==> config.mk <==
export PLATFORM = sky130hd
export DESIGN_NAME = pc_redirect_ctrl
export DESIGN_NICKNAME = d
export VERILOG_FILES = /design/src/rtl/pc_redirect_pkg.sv /design/src/rtl/pc_redirect_stats.sv /design/src/rtl/pc_redirect_ctrl.sv
export SDC_FILE = /design/constraint.sdc
export NUM_CORES = 1
export LEC_CHECK = 0
export ABC_CLOCK_PERIOD_IN_PS = 2200
export BUFFER_PORTS_ARGS = -buffer_cell sky130_fd_sc_hd__buf_2
export CAP_MARGIN = 20
export CELL_PAD_IN_SITES_DETAIL_PLACEMENT = 1
export CELL_PAD_IN_SITES_GLOBAL_PLACEMENT = 2
export CORE_UTILIZATION = 13
export CTS_CLUSTER_DIAMETER = 120
export DETAILED_ROUTE_END_ITERATION = 6
export PLACE_DENSITY_LB_ADDON = 0.1
export SETUP_SLACK_MARGIN = 0.15
export SYNTH_ARGS = -nofsm -noshare
export SYNTH_HDL_FRONTEND = slang
export SYNTH_HIERARCHICAL = 1
export SYNTH_SLANG_ARGS = --single-unit
==> constraint.sdc <==
create_clock -name clk -period 2.2 [get_ports clk]
set_input_delay 0.11 -clock clk [delete_from_list [all_inputs] [get_ports clk]]
set_output_delay 0.11 -clock clk [all_outputs]
set_load 0.02 [all_outputs]
==> src/rtl/pc_redirect_pkg.sv <==
// Shared types and constants for the PC redirect controller.
// Holds the FSM state encoding, the PC step size and the default datapath width.
package pc_redirect_pkg;

  localparam int XLEN_DEFAULT = 32;
  localparam int PC_STEP      = 4;

  typedef enum logic [1:0] {
    IDLE  = 2'd0,
    STALL = 2'd1,
    FLUSH = 2'd2
  } state_e;

endpackage

==> src/rtl/pc_redirect_stats.sv <==
// Saturating redirect / held-PC cycle counters for the PC redirect controller.
// Counts update on the clock edge and hold at all-ones; synchronous clear on rst.
module pc_redirect_stats (
  input  logic        clk,
  input  logic        rst,
  input  logic        redirect_i,
  input  logic        hold_i,
  output logic [31:0] redirect_cnt_o,
  output logic [31:0] stall_cnt_o
);

  logic [31:0] redirect_cnt_q, redirect_cnt_d;
  logic [31:0] stall_cnt_q, stall_cnt_d;

  always_comb begin
    redirect_cnt_d = redirect_cnt_q;
    stall_cnt_d    = stall_cnt_q;
    if (redirect_i && (redirect_cnt_q != 32'hFFFF_FFFF)) redirect_cnt_d = redirect_cnt_q + 32'd1;
    if (hold_i && (stall_cnt_q != 32'hFFFF_FFFF))        stall_cnt_d    = stall_cnt_q + 32'd1;
  end

  always_ff @(posedge clk) begin
    if (rst) begin
      redirect_cnt_q <= '0;
      stall_cnt_q    <= '0;
    end else begin
      redirect_cnt_q <= redirect_cnt_d;
      stall_cnt_q    <= stall_cnt_d;
    end
  end

  assign redirect_cnt_o = redirect_cnt_q;
  assign stall_cnt_o    = stall_cnt_q;

endmodule

==> src/rtl/pc_redirect_ctrl.sv <==
// Drives the PC update controls: EX redirects, load-use stall, fetch wait, wrong-path squash.
// Optional statistics counters are enabled with the PC_REDIRECT_STATS_EN macro.
module pc_redirect_ctrl
  import pc_redirect_pkg::*;
#(
  parameter int XLEN         = XLEN_DEFAULT,
  parameter int PC_LAG       = 2,
  parameter int FLUSH_CYCLES = 1
) (
  input  logic            clk,
  input  logic            rst,
  input  logic            ex_branch,
  input  logic            ex_cond,
  input  logic [XLEN-1:0] ex_offset,
  input  logic            ex_jump,
  input  logic [XLEN-1:0] ex_target,
  input  logic            ld_use,
  input  logic            imem_ready,
  output logic            PCsrc,
  output logic            isBranch,
  output logic            holdPC,
  output logic [XLEN-1:0] PCoffset,
  output logic [XLEN-1:0] jVal,
  output logic            if_id_flush,
  output logic            id_ex_bubble
`ifdef PC_REDIRECT_STATS_EN
  ,
  output logic [31:0]     redirect_cnt,
  output logic [31:0]     stall_cnt
`endif
);

  localparam int CNT_W = (FLUSH_CYCLES > 1) ? $clog2(FLUSH_CYCLES) : 1;
  localparam logic [CNT_W-1:0] FLUSH_LAST = CNT_W'(FLUSH_CYCLES - 1);
  // The PC has already advanced PC_LAG instructions past the branch by the time we redirect.
  localparam logic [XLEN-1:0] BR_ADJ = XLEN'(PC_STEP * PC_LAG);

  state_e           state_q, state_d;
  logic [CNT_W-1:0] fcnt_q, fcnt_d;
  logic             redirect;

  assign redirect = ex_jump | (ex_branch & ex_cond);

  always_comb begin
    state_d      = state_q;
    fcnt_d       = fcnt_q;
    PCsrc        = 1'b0;
    isBranch     = 1'b0;
    holdPC       = 1'b0;
    PCoffset     = '0;
    jVal         = '0;
    if_id_flush  = 1'b0;
    id_ex_bubble = 1'b0;
    if (!rst) begin
      case (state_q)
        IDLE, STALL: begin
          if (redirect) begin
            if_id_flush  = 1'b1;
            id_ex_bubble = 1'b1;
            if (ex_jump) begin
              PCsrc = 1'b1;
              jVal  = ex_target;
            end else begin
              isBranch = 1'b1;
              PCoffset = ex_offset - BR_ADJ;
            end
            state_d = FLUSH;
            fcnt_d  = FLUSH_LAST;
          end else if ((state_q == IDLE) && ld_use) begin
            holdPC       = 1'b1;
            id_ex_bubble = 1'b1;
            state_d      = STALL;
          end else begin
            holdPC  = !imem_ready;
            state_d = IDLE;
          end
        end
        FLUSH: begin
          if_id_flush  = 1'b1;
          id_ex_bubble = 1'b1;
          holdPC       = !imem_ready;
          if (fcnt_q == '0) state_d = IDLE;
          else              fcnt_d  = fcnt_q - 1'b1;
        end
        default: state_d = IDLE;
      endcase
    end
  end

  always_ff @(posedge clk) begin
    if (rst) begin
      state_q <= IDLE;
      fcnt_q  <= '0;
    end else begin
      state_q <= state_d;
      fcnt_q  <= fcnt_d;
    end
  end

`ifdef PC_REDIRECT_STATS_EN
  logic redirect_cyc;
  // A flush raised outside FLUSH is by construction the redirect cycle itself.
  assign redirect_cyc = if_id_flush && (state_q != FLUSH);

  pc_redirect_stats u_stats (
    .clk            (clk),
    .rst            (rst),
    .redirect_i     (redirect_cyc),
    .hold_i         (holdPC),
    .redirect_cnt_o (redirect_cnt),
    .stall_cnt_o    (stall_cnt)
  );
`endif

endmodule

==> impl_results.md <==
* First-pass GRT wire length at 8600 um
* Number of flip-flops in the largest register at 2
* Initial DRC count at 30
* Largest net degree at the start of global routing at 34
* Yosys reg bits at 2
* Slew at the pin closest to its max-slew limit at 368 ps
* Sink Count at 2
* Status: finished clean
* VDD IR max at 0.137 mV
* Worst-path fanout max at 5
* Setup-failing EPs final at 0
* Final period util at 91.0%
* Cell variety after synth at 39
* H-tree depth at 1
* Post-synth ARST share at 0%
* F_max at 499 MHz
* Top Ports at 140
* Hold slack at 176 ps
* Mean Syn Cell Area at 6.31 um^2
* Synth area leader: and2_1
* Met1 wire length at 2330 um
* GRT overflow at 0
* Clk Latency, worst-skew pair at 210 ps
* Seq. cell area at 40.0 um^2
* Top FF cell, synth: dfxtp_1
* CTS tree: built
* Hold_buf cts at 0
* Crit start category: input port
* Setup tns final at 0 ps
* Critical path data required time at 2090 ps
* Avg WL per Cell at 12.8 um
* Fill count at 1089
* Initial core utilization at 13.5%
* HP Class: in2reg
* Number of CTS-inserted buffers at 3
* Syn nets at 250
* Die area at 0.00901 mm^2
* Global placement routability congestion at 0.747
* Met3 wire length at 480 um
* LEAKAGE at 0.00108 uW
* Number of global-route vias before repair at 1885
* CP Capture Type: output port
* Syn Inst Count at 178
* Synth warn at 6
* Area of the multi-input gates at 0.00107 mm^2
* IO buf count at 139
* Global Route Usage Sum at 11.9%
* Die H at 94.9 um
* Routed wire length at 5500 um
* Arr. time, crit path at 1890 ps
* Clock root cell: clkbuf_8
* Drt drc at 0
* EDFF count, synth at 0
* Clock-pin slew on the worst setup and hold paths at 30 ps
* First-pass DRT Iterations at 4
* Mapped Area at 0.00112 mm^2
* Sequential-to-total area share from yosys stat at 3.57%
* Post-layout minimum cycle time at 2000 ps
* Diode count at 0
* Max Used Layer: met4
* P&R area growth vs syn at 89.6%
* Row count at 33
* Hpwl dp at 4630 um
* Relative slew slack at 75.4%
* RSZ-0062 raised after global routing: yes
* Nets at 399
* Largest regs: state_q: 2 flops
* Die Width at 94.9 um
* Power density cells at 220 mW/mm^2
* Post-route ant nets at 0
* Routed vias at 1894
* Top reg by flops: state_q
* Max-cap violations at 0
* CTS Buffer Depth at 2
* Met2 WL post-DR at 2600 um
* Pins Over Slew Limit at 0
* Skew final at 1.51 ps
* Vias per std cell at 4.40
* Count of endpoints failing hold in the final timing report at 0
* Largest cells by area after synthesis: and2_1, a21oi_1, o31ai_1
* Core Box Area at 0.00830 mm^2
* Crit Path Category: in2out
* Initial antenna violation count at 0
* Share of the synthesized area in the top cell type at 20.1%
* Share of cells above drive strength 1 at 54.8%
area by class of cell:
class / count / share of cell area [%]
multi-input combinational: 161 / 50.1
timing repair buffer: 156 / 39.3
tap: 105 / 6.17
clock buffer: 3 / 1.94
sequential: 2 / 1.88
inverter: 3 / 0.529
Yosys cell counts (3+ instances only):
cell	number
nor3_1	3
or4_1	8
xnor2_1	4
a21oi_1	16
nor4_1	8
and2_1	36
o31ai_1	10
xor2_1	5
nand3_1	3
clkbuf_1	11
or3_1	8
nor2_1	18
nand2_1	11
o21ai_0	4
inv_1	3
path summary, 6_finish.rpt:
kind,endpoint,depth (start not counted),start,slack (ps)
setup / recovery,PCoffset[26],6,ex_offset[20],200
hold / removal,state_q[0],3,ld_use,180
setup reg to reg,state_q[0],2,state_q[1],1400
hold reg to reg,state_q[0],1,state_q[0],490
power breakdown:
group          total (uW)  switching, uW  internal, uW
sequential           39.9           1.30          38.6
combinational         280            158           122
clock                 148           31.7           116
total                 467            191           276
logic make-up (layout without fill, tap and decap cells):
logic type,after synthesis,count (layout),share of synthesized area (%)
buffers and inverters,15,162,5.13
XOR/XNOR,9,9,7.02
AND/OR/NAND/NOR,113,113,61.1
AO/OA/AOI/OAI,35,35,19.3
multiplexers,3,3,2.79
flip-flops,2,2,3.57
adder cells (fa/ha/maj),1,1,1.11
routing by layer:
metal,vias up,GRT usage [%]
met4,0,4.67
li1,944,-
met5,-,0
met1,845,13.8
met2,97,21.3
met3,8,2.42
per-stage QoR:
stage	std cells	total power (uW)	util [%]	cell area (um^2)	worst slack (ps)
final	430	467	25.6	2130	197
after global routing	430	500	25.6	2130	123
after CTS	428	471	25.0	2070	173
after detailed placement	425	318	24.3	2020	160
after global placement	425	322	24.3	2020	162
after floorplan	178	174	-	1120	292
cells in the final DEF (no fill, tap or decap), types with 2 or more instances in the layout:
| cell type | instances |
|---|---|
| nand4b_1 | 2 |
| o21ai_0 | 4 |
| xor2_1 | 5 |
| or4_4 | 2 |
| a21oi_1 | 13 |
| buf_4 | 20 |
| nor4_2 | 2 |
| buf_2 | 135 |
| nand3_1 | 3 |
| nor3_1 | 2 |
| clkbuf_8 | 3 |
| inv_1 | 3 |
| a21oi_2 | 3 |
| o31ai_1 | 10 |
| xnor2_1 | 4 |
| nand4_1 | 2 |
| dfxtp_1 | 2 |
| mux2i_1 | 2 |
| or2_2 | 2 |
| nor2_1 | 18 |
| nand2_1 | 10 |
| or3_1 | 8 |
| nor4_1 | 8 |
| or4_1 | 7 |
| and2_1 | 36 |
what timing repair did:
item                                    4_1_cts  5_1_grt
endpoints found under the setup margin        3       13
buffers inserted                              0        1
pin swaps                                     1        3
resized for setup                             1       14
cloned                                        0        1
worst max-delay path: stages:
cell and delay (ps):
buf_2 130, or4_4 550, nor4_2 200, or4b_4 490, mux2i_1 230, buf_4 190
No activity file was read; power rests on OpenSTA's default activity.
